==> src/rtl/sra_unit_if.sv <==
// sra_unit_if: request/response bundle for the arithmetic-shift-right unit.
//   in_valid / data_in / amount : request, driven by the master (issuer).
//   out_valid / data_out        : registered response, driven by the slave (sra_unit).
// N must match the N of the sra_unit the bundle is connected to.
interface sra_unit_if #(
  parameter int N = 16
) ();
  localparam int SW = $clog2(N);

  logic          in_valid;
  logic [N-1:0]  data_in;
  logic [SW-1:0] amount;
  logic          out_valid;
  logic [N-1:0]  data_out;

  modport master (
    output in_valid, data_in, amount,
    input  out_valid, data_out
  );

  modport slave (
    input  in_valid, data_in, amount,
    output out_valid, data_out
  );
endinterface

==> src/rtl/sra_unit.sv <==
// sra_unit: registered arithmetic shift right (SRA/SRAI datapath slice).
//   clk   : clock, all state on rising edge.
//   rst_n : synchronous active-low reset; clears out_valid and data_out and
//           drops any request presented on the same edge.
//   bus   : sra_unit_if slave port
//             in_valid/data_in/amount -> request, accepted every cycle (no stall)
//             out_valid/data_out      -> result one cycle after acceptance
// Core is a log2(N)-stage barrel shifter; stage k shifts by 2^k when amount[k]
// is set. N must be a power of two and at least 2.

// One barrel stage: shift right by SHIFT and fill vacated MSBs with the
// operand's original sign bit (passed in, not taken from this stage's input,
// so every stage fills with the same bit regardless of earlier stages).
module sraStage #(
  parameter int N     = 16,
  parameter int SHIFT = 1
) (
  input  logic [N-1:0] din,
  input  logic         sign,
  input  logic         en,
  output logic [N-1:0] dout
);
  assign dout = en ? {{SHIFT{sign}}, din[N-1:SHIFT]} : din;
endmodule

module sra_unit #(
  parameter  int N  = 16,
  localparam int SW = $clog2(N)
) (
  input  logic    clk,
  input  logic    rst_n,
  sra_unit_if.slave bus
);
  logic [SW:0][N-1:0] stageData;
  logic               signBit;
  logic               outValidQ;
  logic [N-1:0]       dataOutQ;

  assign signBit      = bus.data_in[N-1];
  assign stageData[0] = bus.data_in;

  for (genvar k = 0; k < SW; k++) begin : gStage
    sraStage #(.N(N), .SHIFT(1 << k)) uStage (
      .din  (stageData[k]),
      .sign (signBit),
      .en   (bus.amount[k]),
      .dout (stageData[k+1])
    );
  end

  // data_out only loads on accepted requests so it holds across idle cycles.
  always_ff @(posedge clk) begin
    if (!rst_n) begin
      outValidQ <= 1'b0;
      dataOutQ  <= '0;
    end else begin
      outValidQ <= bus.in_valid;
      if (bus.in_valid) dataOutQ <= stageData[SW];
    end
  end

  assign bus.out_valid = outValidQ;
  assign bus.data_out  = dataOutQ;
endmodule

==> src/flat_wrapper.sv <==
// flat-port wrapper written by rule: the top's interface ports become plain ports
module sra_unit_flat 
#(
  parameter  int N  = 16,
  localparam int SW = $clog2(N)
)
  (clk, rst_n, bus_in_valid, bus_data_in, bus_amount, bus_out_valid, bus_data_out);
  sra_unit_if #(.N(N)) bus_i ();
  input  logic clk;
  input  logic rst_n;
  input wire logic [$bits(bus_i.in_valid)-1:0] bus_in_valid;
  input wire logic [$bits(bus_i.data_in)-1:0] bus_data_in;
  input wire logic [$bits(bus_i.amount)-1:0] bus_amount;
  output wire logic [$bits(bus_i.out_valid)-1:0] bus_out_valid;
  output wire logic [$bits(bus_i.data_out)-1:0] bus_data_out;
  assign bus_i.in_valid = bus_in_valid;
  assign bus_i.data_in = bus_data_in;
  assign bus_i.amount = bus_amount;
  assign bus_out_valid = bus_i.out_valid;
  assign bus_data_out = bus_i.data_out;
  sra_unit #(.N(N)) u_core (.clk(clk), .rst_n(rst_n), .bus(bus_i));
endmodule
==> config.mk <==
export PLATFORM = sky130hd
export DESIGN_NAME = sra_unit_flat
export DESIGN_NICKNAME = d
export VERILOG_FILES = /design/src/rtl/sra_unit_if.sv /design/src/rtl/sra_unit.sv /design/src/flat_wrapper.sv
export SDC_FILE = /design/constraint.sdc
export NUM_CORES = 1
export LEC_CHECK = 0
export BUFFER_PORTS_ARGS = -buffer_cell sky130_fd_sc_hd__buf_2
export CORE_ASPECT_RATIO = 0.9
export CORE_UTILIZATION = 34
export DETAILED_ROUTE_END_ITERATION = 12
export HOLD_SLACK_MARGIN = 0.15
export SLEW_MARGIN = 20
export SYNTH_ARGS = -nofsm -noshare
export SYNTH_HDL_FRONTEND = slang
export SYNTH_HIERARCHICAL = 1
export SYNTH_SLANG_ARGS = --single-unit
==> constraint.sdc <==
create_clock -name clk -period 1.9 [get_ports clk]
set_clock_uncertainty 0.1 [all_clocks]
set_input_delay 0 -clock clk [delete_from_list [all_inputs] [get_ports clk]]
set_output_delay 0 -clock clk [all_outputs]
set_load 0.03 [all_outputs]
==> results of run 1 <==
-- area by class of cell --
cell class / instances / share of cell area
multi-input cells: 97 / 0.621
repair buffers: 42 / 0.127
flip-flops and latches: 17 / 0.186
well taps: 62 / 0.0423
clock buffers: 4 / 0.0246
-- metrics by stage --
step	utilization	hold WS, ns	total power [mW]	worst slack, ns
final	0.403	0.176	1.13	0.297
after CTS	0.403	0.189	1.15	0.291
after detailed placement	0.391	0.300	0.876	0.0318
after floorplan	-	0.0282	0.797	0.171
after global routing	0.403	0.222	1.20	0.216
after global placement	0.391	0.295	0.865	0.0650
-- layer usage --
| metal | track usage | part of all wire | vias up |
|---|---|---|---|
| li1 | - | - | 515 |
| met5 | 0 | 0 | - |
| met3 | 0.0280 | 0.041 | 5 |
| met2 | 0.226 | 0.49 | 29 |
| met4 | 0.0417 | 0.014 | 0 |
| met1 | 0.148 | 0.45 | 471 |
-- worst max path at each step --
stage             startpoint                                   end  slack [ns]  depth (start not counted)
2_1_floorplan  bus_amount[0]  u_core/bus.data_out[12]$_SDFFE_PN0P_        0.17                          8
3_3_place_gp   bus_amount[0]   u_core/bus.data_out[3]$_SDFFE_PN0P_        0.06                          8
3_5_place_dp   bus_amount[0]   u_core/bus.data_out[3]$_SDFFE_PN0P_        0.03                          8
4_1_cts        bus_amount[0]   u_core/bus.data_out[3]$_SDFFE_PN0P_        0.29                          8
5_1_grt        bus_amount[0]   u_core/bus.data_out[5]$_SDFFE_PN0P_        0.22                          8
6_report       bus_amount[0]   u_core/bus.data_out[3]$_SDFFE_PN0P_        0.30                          8
-- kinds of logic after synthesis --
family                 synth area share
and+or+nand+nor                  0.0657
DFF                               0.208
buffers and inverters            0.0977
muxes                             0.629
-- worst min-delay path, cell delays in order --
cell     delay [ns]
buf_2          0.15
mux2_2         0.17
mux2i_1        0.06
nor2b_1        0.10
-- power breakdown --
part           total [mW]  internal, mW  switching [mW]  leakage, nW
clock               0.267         0.149           0.118       0.0228
combinational       0.463         0.255           0.208        0.738
sequential          0.402         0.387          0.0150        0.140
-- cells in the final DEF, fill, tap and decap left out --
cell,n
mux2_2,24
mux2i_1,16
dfxtp_1,17
clkbuf_8,3
buf_4,1
buf_2,39
clkbuf_1,1
and2_2,1
dlygate4sd3_1,1
nor2b_1,16
mux2_4,40
buf_12,1
-- what timing repair did --
item	CTS	global route
endpoints found under the hold margin	17	0
hold buffers	1	0
endpoints found under the setup margin	0	0
setup buffers	0	0
-- flip-flops by register name, summed over array words and instances, names as in the netlist --
| name | count |
|---|---|
| u_core/bus.data_out | 16 |
| u_core/bus.out_valid | 1 |
==> flow_summary.json, run 1 <==
{
  "status": "finished, final reports clean",
  "synth_warnings": 6,
  "drt-vias-per-instance": 4.59,
  "dp.cells": 217,
  "ff_latch_area_sq_um": 340,
  "finalCritPeriodShare": 0.844,
  "wl_per_cell_um": 13.7,
  "clockBufferDepth": 2,
  "hold_viol_final": 0,
  "hold_depth": 4,
  "crit_required_ns": 1.94,
  "antenna_cells": 0,
  "synth-edff-count": 0,
  "drt_iter0_drc": 20,
  "dr_total_vias": 1020,
  "placementRows": 23,
  "totalWireLength_mm": 3.04,
  "grt_max_degree": 18,
  "cts-htree-levels": 1,
  "cp.arrival_ns": 1.64,
  "cp_max_fo": 16,
  "ioPinCount": 40,
  "max_slew_margin": 0.671,
  "tightest_slew_ns": 0.494,
  "max_stage_delay_ns": 0.36,
  "fin_setup_tns_ns": 0,
  "die_h_um": 67.9,
  "cp-end-kind": "flip-flop",
  "holdPathEnd": "u_core/bus.data_out[13]$_SDFFE_PN0P_",
  "setup_viol": 0,
  "synth_fp_nets": 148,
  "p_leak_nw": 0.902,
  "initial_core_util": 0.360,
  "synth_seq_area_share": 0.208,
  "clk_pin_slew_ns": 0.06,
  "max-cap-violations": 0,
  "rsz0062_at_grt": "no",
  "dr.pass1.iters": 4,
  "ant_nets": 0,
  "reg2reg_from": "u_core/bus.data_out[7]$_SDFFE_PN0P_",
  "ys_ff_latch": 17,
  "async_flop_share": 0,
  "antenna_found_initial": 0,
  "r2r-end": "u_core/bus.data_out[7]$_SDFFE_PN0P_",
  "core_area_sq_mm": 0.00455,
  "r2r_slack_ns": 1.19,
  "design_area_sq_mm": 0.00183,
  "min_from": "bus_data_in[15]",
  "synth_top_area_share": 0.366,
  "ys_types": 9,
  "synthTopCellsByArea": "mux2_4, dfxtp_1, mux2_2, mux2i_1, buf_12",
  "die_area_sq_mm": 0.00510,
  "postPlaceCellArea_sq_mm": 0.00178,
  "worstHoldPathType": "primary input to flip-flop",
  "synth_common_cells": "mux2_4, mux2_2, dfxtp_1",
  "gp_congestion": 0.701,
  "cts_buffers": 3,
  "worstSetupStartpointType": "primary input",
  "cts_resized": 0,
  "synthFlopType": "dfxtp_1",
  "cellPowerDensity_mw_per_mm2": 617,
  "grt_pass1_wl_mm": 4.80,
  "path_class": "primary input to flip-flop",
  "min_period_ns": 1.60,
  "multi_input_area_sq_mm": 0.00114,
  "io_buffer_count": 39,
  "rr_worst_depth": 2,
  "drc": 0,
  "cts_tree": "done",
  "fin_nets": 184,
  "netlist_area_sq_mm": 0.00164,
  "fmax_mhz": 624,
  "slew_violations": 0,
  "synth_area_leader_cell": "mux2_4",
  "syn_to_final_growth_pct": 11.9,
  "grt_pass1_vias": 1017,
  "final_cells": 222,
  "critPathBufInv": 2,
  "crit_slowest_cell": "mux2_2",
  "nFillCells": 476,
  "max-vdd-ir-drop_v": 0.000248,
  "cts_root_buffer": "clkbuf_8",
  "globalRouteOverflowTotal": 0,
  "path_cells": "buf_2, buf_12, mux2_2, mux2_4, mux2_4, mux2_2, mux2i_1, nor2b_1",
  "yosysMostFrequentCell": "mux2_4",
  "grt_usage": 0.126,
  "drive_gt1_frac": 0.681,
  "syn_avg_cell_area_sq_um": 13.1,
  "netlist_instances": 125,
  "clock_latency_ns": 0.25,
  "cts_sinks": 17,
  "fp.dieW_um": 75.2,
  "critPathTopFamily": "multiplexers"
}
(Power assumes the default switching activity.)
==> run 2, diff against run 1 <==
==> constraint.sdc (replaced) <==
create_clock -name clk -period 1.4 [get_ports clk]
set_clock_uncertainty 0.1 [all_clocks]
set_input_delay 0 -clock clk [delete_from_list [all_inputs] [get_ports clk]]
set_output_delay 0 -clock clk [all_outputs]
set_load 0.03 [all_outputs]
==> flow_summary.json, run 2 (synthesis results as in run 1) <==
{
  "clockBufferDepth": 2,
  "grt_pass1_vias": 1062,
  "layout_common_cells": "mux2_4, buf_2, dfxtp_1",
  "hold_depth": 2,
  "crit_required_ns": 1.44,
  "cp.arrival_ns": 1.60,
  "die_area_sq_mm": 0.00510,
  "cpMostUsedCell": "mux2_4",
  "cts_root_buffer": "clkbuf_8",
  "postPlaceCellArea_sq_mm": 0.00187,
  "antenna_cells": 0,
  "max-cap-violations": 0,
  "slew_violations": 0,
  "utilization": 0.436,
  "cts-htree-levels": 1,
  "initial_core_util": 0.360,
  "ioPinCount": 40,
  "cts_buffers": 3,
  "path_cells": "buf_8, buf_12, mux2_4, mux2_4, mux2_4, mux2_4, mux2i_1, nor2b_1",
  "antenna_found_initial": 0,
  "grt_usage": 0.121,
  "dr_total_vias": 1026,
  "min_from": "bus_in_valid",
  "path_class": "primary input to flip-flop",
  "hold_viol_final": 0,
  "max_stage_delay_ns": 0.30,
  "grt_max_degree": 18,
  "io_buffer_count": 39,
  "core_area_sq_mm": 0.00455,
  "rr_worst_depth": 2,
  "cp_max_fo": 8,
  "fin_ws_ns": -0.157,
  "report.power.total_mw": 1.59,
  "r2r-end": "u_core/bus.data_out[13]$_SDFFE_PN0P_",
  "largest_register_ffs": 16,
  "mostFrequentLayoutCell": "mux2_4",
  "r2r_slack_ns": 0.66,
  "crit_slowest_cell": "mux2_4",
  "max_slew_margin": 0.680,
  "grt_pass1_wl_mm": 4.70,
  "dr.pass1.iters": 2,
  "status": "finished, violations left",
  "setup_viol": 16,
  "placementRows": 23,
  "worstHoldPathType": "primary input to flip-flop",
  "min_period_ns": 1.56,
  "clock_latency_ns": 0.25,
  "design_area_sq_mm": 0.00198,
  "wl_per_cell_um": 13.0,
  "ant_nets": 0,
  "violations": "negative setup slack",
  "clk_pin_slew_ns": 0.07,
  "drive_gt1_frac": 0.701,
  "rsz0062_at_grt": "yes",
  "cts_sinks": 17,
  "tightest_slew_ns": 0.480,
  "holdPathEnd": "u_core/bus.out_valid$_SDFF_PN0_",
  "fp.dieW_um": 75.2,
  "reg2reg_from": "u_core/bus.data_out[13]$_SDFFE_PN0P_",
  "gp_congestion": 0.735,
  "globalRouteOverflowTotal": 0,
  "cts_tree": "done",
  "totalWireLength_mm": 2.94,
  "drc": 0,
  "p_leak_nw": 0.998,
  "drt_iter0_drc": 27,
  "place_worst_setup_slack_ns": -0.471,
  "finalCritPeriodShare": 1.11,
  "fmax_mhz": 642,
  "cp-end-kind": "flip-flop",
  "max-vdd-ir-drop_v": 0.000285,
  "cellPowerDensity_mw_per_mm2": 803,
  "fin_nets": 188,
  "nFillCells": 466,
  "die_h_um": 67.9,
  "worstSetupStartpointType": "primary input",
  "drt-vias-per-instance": 4.54,
  "syn_to_final_growth_pct": 20.9
}
==> run 2: metal layers <==
layer,GRT usage,part of all wire,up-vias
met1,0.147,0.46,471
met5,0,0,-
met4,0.0625,0.016,0
met2,0.216,0.48,28
met3,0.00884,0.044,4
li1,-,-,523
==> run 2: cell type report <==
type | count | area (sq um) | share of cell area
Sequential cell | 17 | 340 | 0.172
Clock inverter | 1 | 5.00 | 0.00253
Multi-Input combinational cell | 97 | 1190 | 0.599
Clock buffer | 3 | 41.3 | 0.0208
Timing Repair Buffer | 46 | 330 | 0.167
Tap cell | 62 | 77.6 | 0.0391
==> run 2: power breakdown <==
part / switching (mW) / leakage, nW / internal, mW
Clock: 0.162 / 0.0255 / 0.197
Combinational: 0.292 / 0.832 / 0.397
Sequential: 0.0189 / 0.140 / 0.525
Total: 0.473 / 0.998 / 1.12
==> run 2: worst max-delay path, delay by kind of cell <==
kind,cells,cell delay [ns]
and+or+nand+nor,1,0.06
muxes,5,1.29
buffers and inverters,2,0.24
==> run 2: metrics by stage <==
| stage | hold slack [ns] | cells | setup TNS, ns |
|---|---|---|---|
| after floorplan | 0.0282 | 125 | -4.83 |
| after global placement | 0.282 | 220 | -6.39 |
| after detailed placement | 0.288 | 220 | -6.91 |
| after CTS | 0.194 | 226 | -1.82 |
| after global routing | 0.230 | 226 | -2.52 |
| final | 0.200 | 226 | -1.84 |
==> run 2: repair_timing <==
action / in CTS / in global routing
hold buffers: 1 / 0
hold endpoints to repair: 17 / 0
resized for setup: 7 / 2
gates cloned: 1 / 0
setup buffers: 0 / 0
setup endpoints to repair: 16 / 16
==> run 2: how the worst max path moves through the flow <==
| stage | startpoint | cells after the start | to | slack [ns] |
|---|---|---|---|---|
| 3_5_place_dp | bus_amount[0] | 8 | u_core/bus.data_out[13]$_SDFFE_PN0P_ | -0.47 |
| 3_3_place_gp | bus_amount[0] | 8 | u_core/bus.data_out[13]$_SDFFE_PN0P_ | -0.43 |
| 4_1_cts | bus_amount[0] | 8 | u_core/bus.data_out[8]$_SDFFE_PN0P_ | -0.14 |
| 5_1_grt | bus_amount[0] | 8 | u_core/bus.data_out[9]$_SDFFE_PN0P_ | -0.20 |
| 2_1_floorplan | bus_amount[0] | 8 | u_core/bus.data_out[10]$_SDFFE_PN0P_ | -0.33 |
| 6_report | bus_amount[0] | 8 | u_core/bus.data_out[13]$_SDFFE_PN0P_ | -0.16 |
==> run 3, diff against run 2 <==
--- a/config.mk
+++ b/config.mk
@@ -8,6 +8,7 @@
 export BUFFER_PORTS_ARGS = -buffer_cell sky130_fd_sc_hd__buf_2
 export CORE_ASPECT_RATIO = 0.9
 export CORE_UTILIZATION = 34
+export CTS_CLUSTER_DIAMETER = 150
 export DETAILED_ROUTE_END_ITERATION = 12
 export HOLD_SLACK_MARGIN = 0.15
 export SLEW_MARGIN = 20
@@ -15,3 +16,4 @@
 export SYNTH_HDL_FRONTEND = slang
 export SYNTH_HIERARCHICAL = 1
 export SYNTH_SLANG_ARGS = --single-unit
+export TNS_END_PERCENT = 50
==> flow_summary.json, run 3 (synthesis results as in run 1) <==
{
  "clockBufferDepth": 2,
  "p_leak_nw": 1.01,
  "cts_root_buffer": "clkbuf_8",
  "cp.arrival_ns": 1.60,
  "globalRouteOverflowTotal": 0,
  "place_worst_setup_slack_ns": -0.500,
  "report.power.total_mw": 1.60,
  "status": "finished, violations left",
  "largest_register_ffs": 16,
  "worstHoldPathType": "primary input to flip-flop",
  "violations": "negative setup slack",
  "power_frac_clock": 0.227,
  "drt-vias-per-instance": 4.54,
  "whs_ns": 0.190,
  "cellPowerDensity_mw_per_mm2": 811,
  "grt_usage": 0.132,
  "layout_common_cells": "mux2_4, buf_2, dfxtp_1",
  "setup_viol": 16,
  "max-cap-violations": 0,
  "gp_congestion": 0.782,
  "clk_pin_slew_ns": 0.07,
  "drt_iter0_drc": 23,
  "dp.cells": 221,
  "fin_nets": 189,
  "min_period_ns": 1.56,
  "worstSetupStartpointType": "primary input",
  "power.internal_mw": 1.12,
  "final_cells": 227,
  "postPlaceCellArea_sq_mm": 0.00184,
  "path_cells": "buf_8, buf_12, mux2_4, mux2_4, mux2_4, mux2_2, mux2i_1, nor2b_1",
  "p_sw_mw": 0.480,
  "grt_pass1_wl_mm": 5.09,
  "fmax_mhz": 641,
  "finalCritPeriodShare": 1.12,
  "antenna_found_initial": 0,
  "cts_tree": "done",
  "antenna_cells": 0,
  "crit_slowest_cell": "mux2_4",
  "cts_buffers": 3,
  "crit_required_ns": 1.44,
  "cp-end-kind": "flip-flop",
  "io_buffer_count": 39,
  "fin_setup_tns_ns": -1.99,
  "ioPinCount": 40,
  "max_stage_delay_ns": 0.30,
  "max_slew_margin": 0.688,
  "totalWireLength_mm": 3.20,
  "seq_power_share": 0.341,
  "design_area_sq_mm": 0.00198,
  "cpMostUsedCell": "mux2_4",
  "placementRows": 23,
  "cts-htree-levels": 1,
  "core_area_sq_mm": 0.00455,
  "cts_sinks": 17,
  "clock_latency_ns": 0.25,
  "path_class": "primary input to flip-flop",
  "slew_violations": 0,
  "wl_per_cell_um": 14.1,
  "grt_pass1_vias": 1024,
  "syn_to_final_growth_pct": 20.8,
  "hold_viol_final": 0,
  "die_area_sq_mm": 0.00510,
  "rsz0062_at_grt": "yes",
  "cp_max_fo": 8,
  "p_comb_frac": 0.433,
  "dr.pass1.iters": 4,
  "fp.dieW_um": 75.2,
  "dr_total_vias": 1031,
  "die_h_um": 67.9,
  "drive_gt1_frac": 0.691,
  "utilization": 0.435,
  "mostFrequentLayoutCell": "mux2_4",
  "hpwl_mm": 2.49,
  "drc": 0,
  "max-vdd-ir-drop_v": 0.000483,
  "grt_max_degree": 18,
  "tightest_slew_ns": 0.468,
  "initial_core_util": 0.360,
  "p_sw_frac": 0.299,
  "fin_ws_ns": -0.161,
  "ant_nets": 0
}
==> run 3: changes by cell type in the layout (fill, tap and decap cells not counted) <==
cell      change
buf_4         +2
mux2i_1       +1
mux2_2        -2
clkbuf_1      +1
mux2_4        +2
clkinv_2      -1
mux2i_2       -1
buf_12        -1
==> run 3: what timing repair did <==
item	4_1_cts	5_1_grt
endpoints found under the setup margin	16	16
hold buffers	1	0
cloned	1	0
hold endpoints to repair	17	0
gates resized for setup	11	5
setup buffers	0	0
==> run 3: area by class of cell <==
class | count | area, sq um
timing repair buffer | 47 | 325
tap | 62 | 77.6
sequential | 17 | 340
fill | 445 | 2570
clock buffer | 4 | 45.0
multi-input combinational | 97 | 1190
==> run 3: worst max-delay path: cells and delay by family <==
family,cells,cell delay (ns)
muxes,5,1.30
and+or+nand+nor,1,0.07
buffers and inverters,2,0.24
==> run 3: power groups by stage <==
stage / sequential (mW) / combinational [mW] / clock, mW
final: 0.547 / 0.694 / 0.364
after global routing: 0.551 / 0.741 / 0.409
after CTS: 0.546 / 0.687 / 0.374
after detailed placement: 0.556 / 0.656 / 0
after global placement: 0.555 / 0.643 / 0
after floorplan: 0.635 / 0.454 / 0
==> run 3: metal layers <==
layer  global-route usage  up-vias  routed length (um)
li1                     -      530                   -
met1                0.177      471                1530
met5                    0        -                   0
met4               0.0394        0                  31
met3               0.0324        2                 100
met2                0.211       28                1540
==> run 3: path summary, 6_finish.rpt <==
check | start | to | slack [ns] | depth (start not counted)
min reg2reg | u_core/bus.data_out[4]$_SDFFE_PN0P_ | u_core/bus.data_out[4]$_SDFFE_PN0P_ | 0.42 | 2
max | bus_amount[0] | u_core/bus.data_out[13]$_SDFFE_PN0P_ | -0.16 | 8
max reg2reg | u_core/bus.data_out[13]$_SDFFE_PN0P_ | u_core/bus.data_out[13]$_SDFFE_PN0P_ | 0.65 | 2
min | bus_in_valid | u_core/bus.out_valid$_SDFF_PN0_ | 0.19 | 2
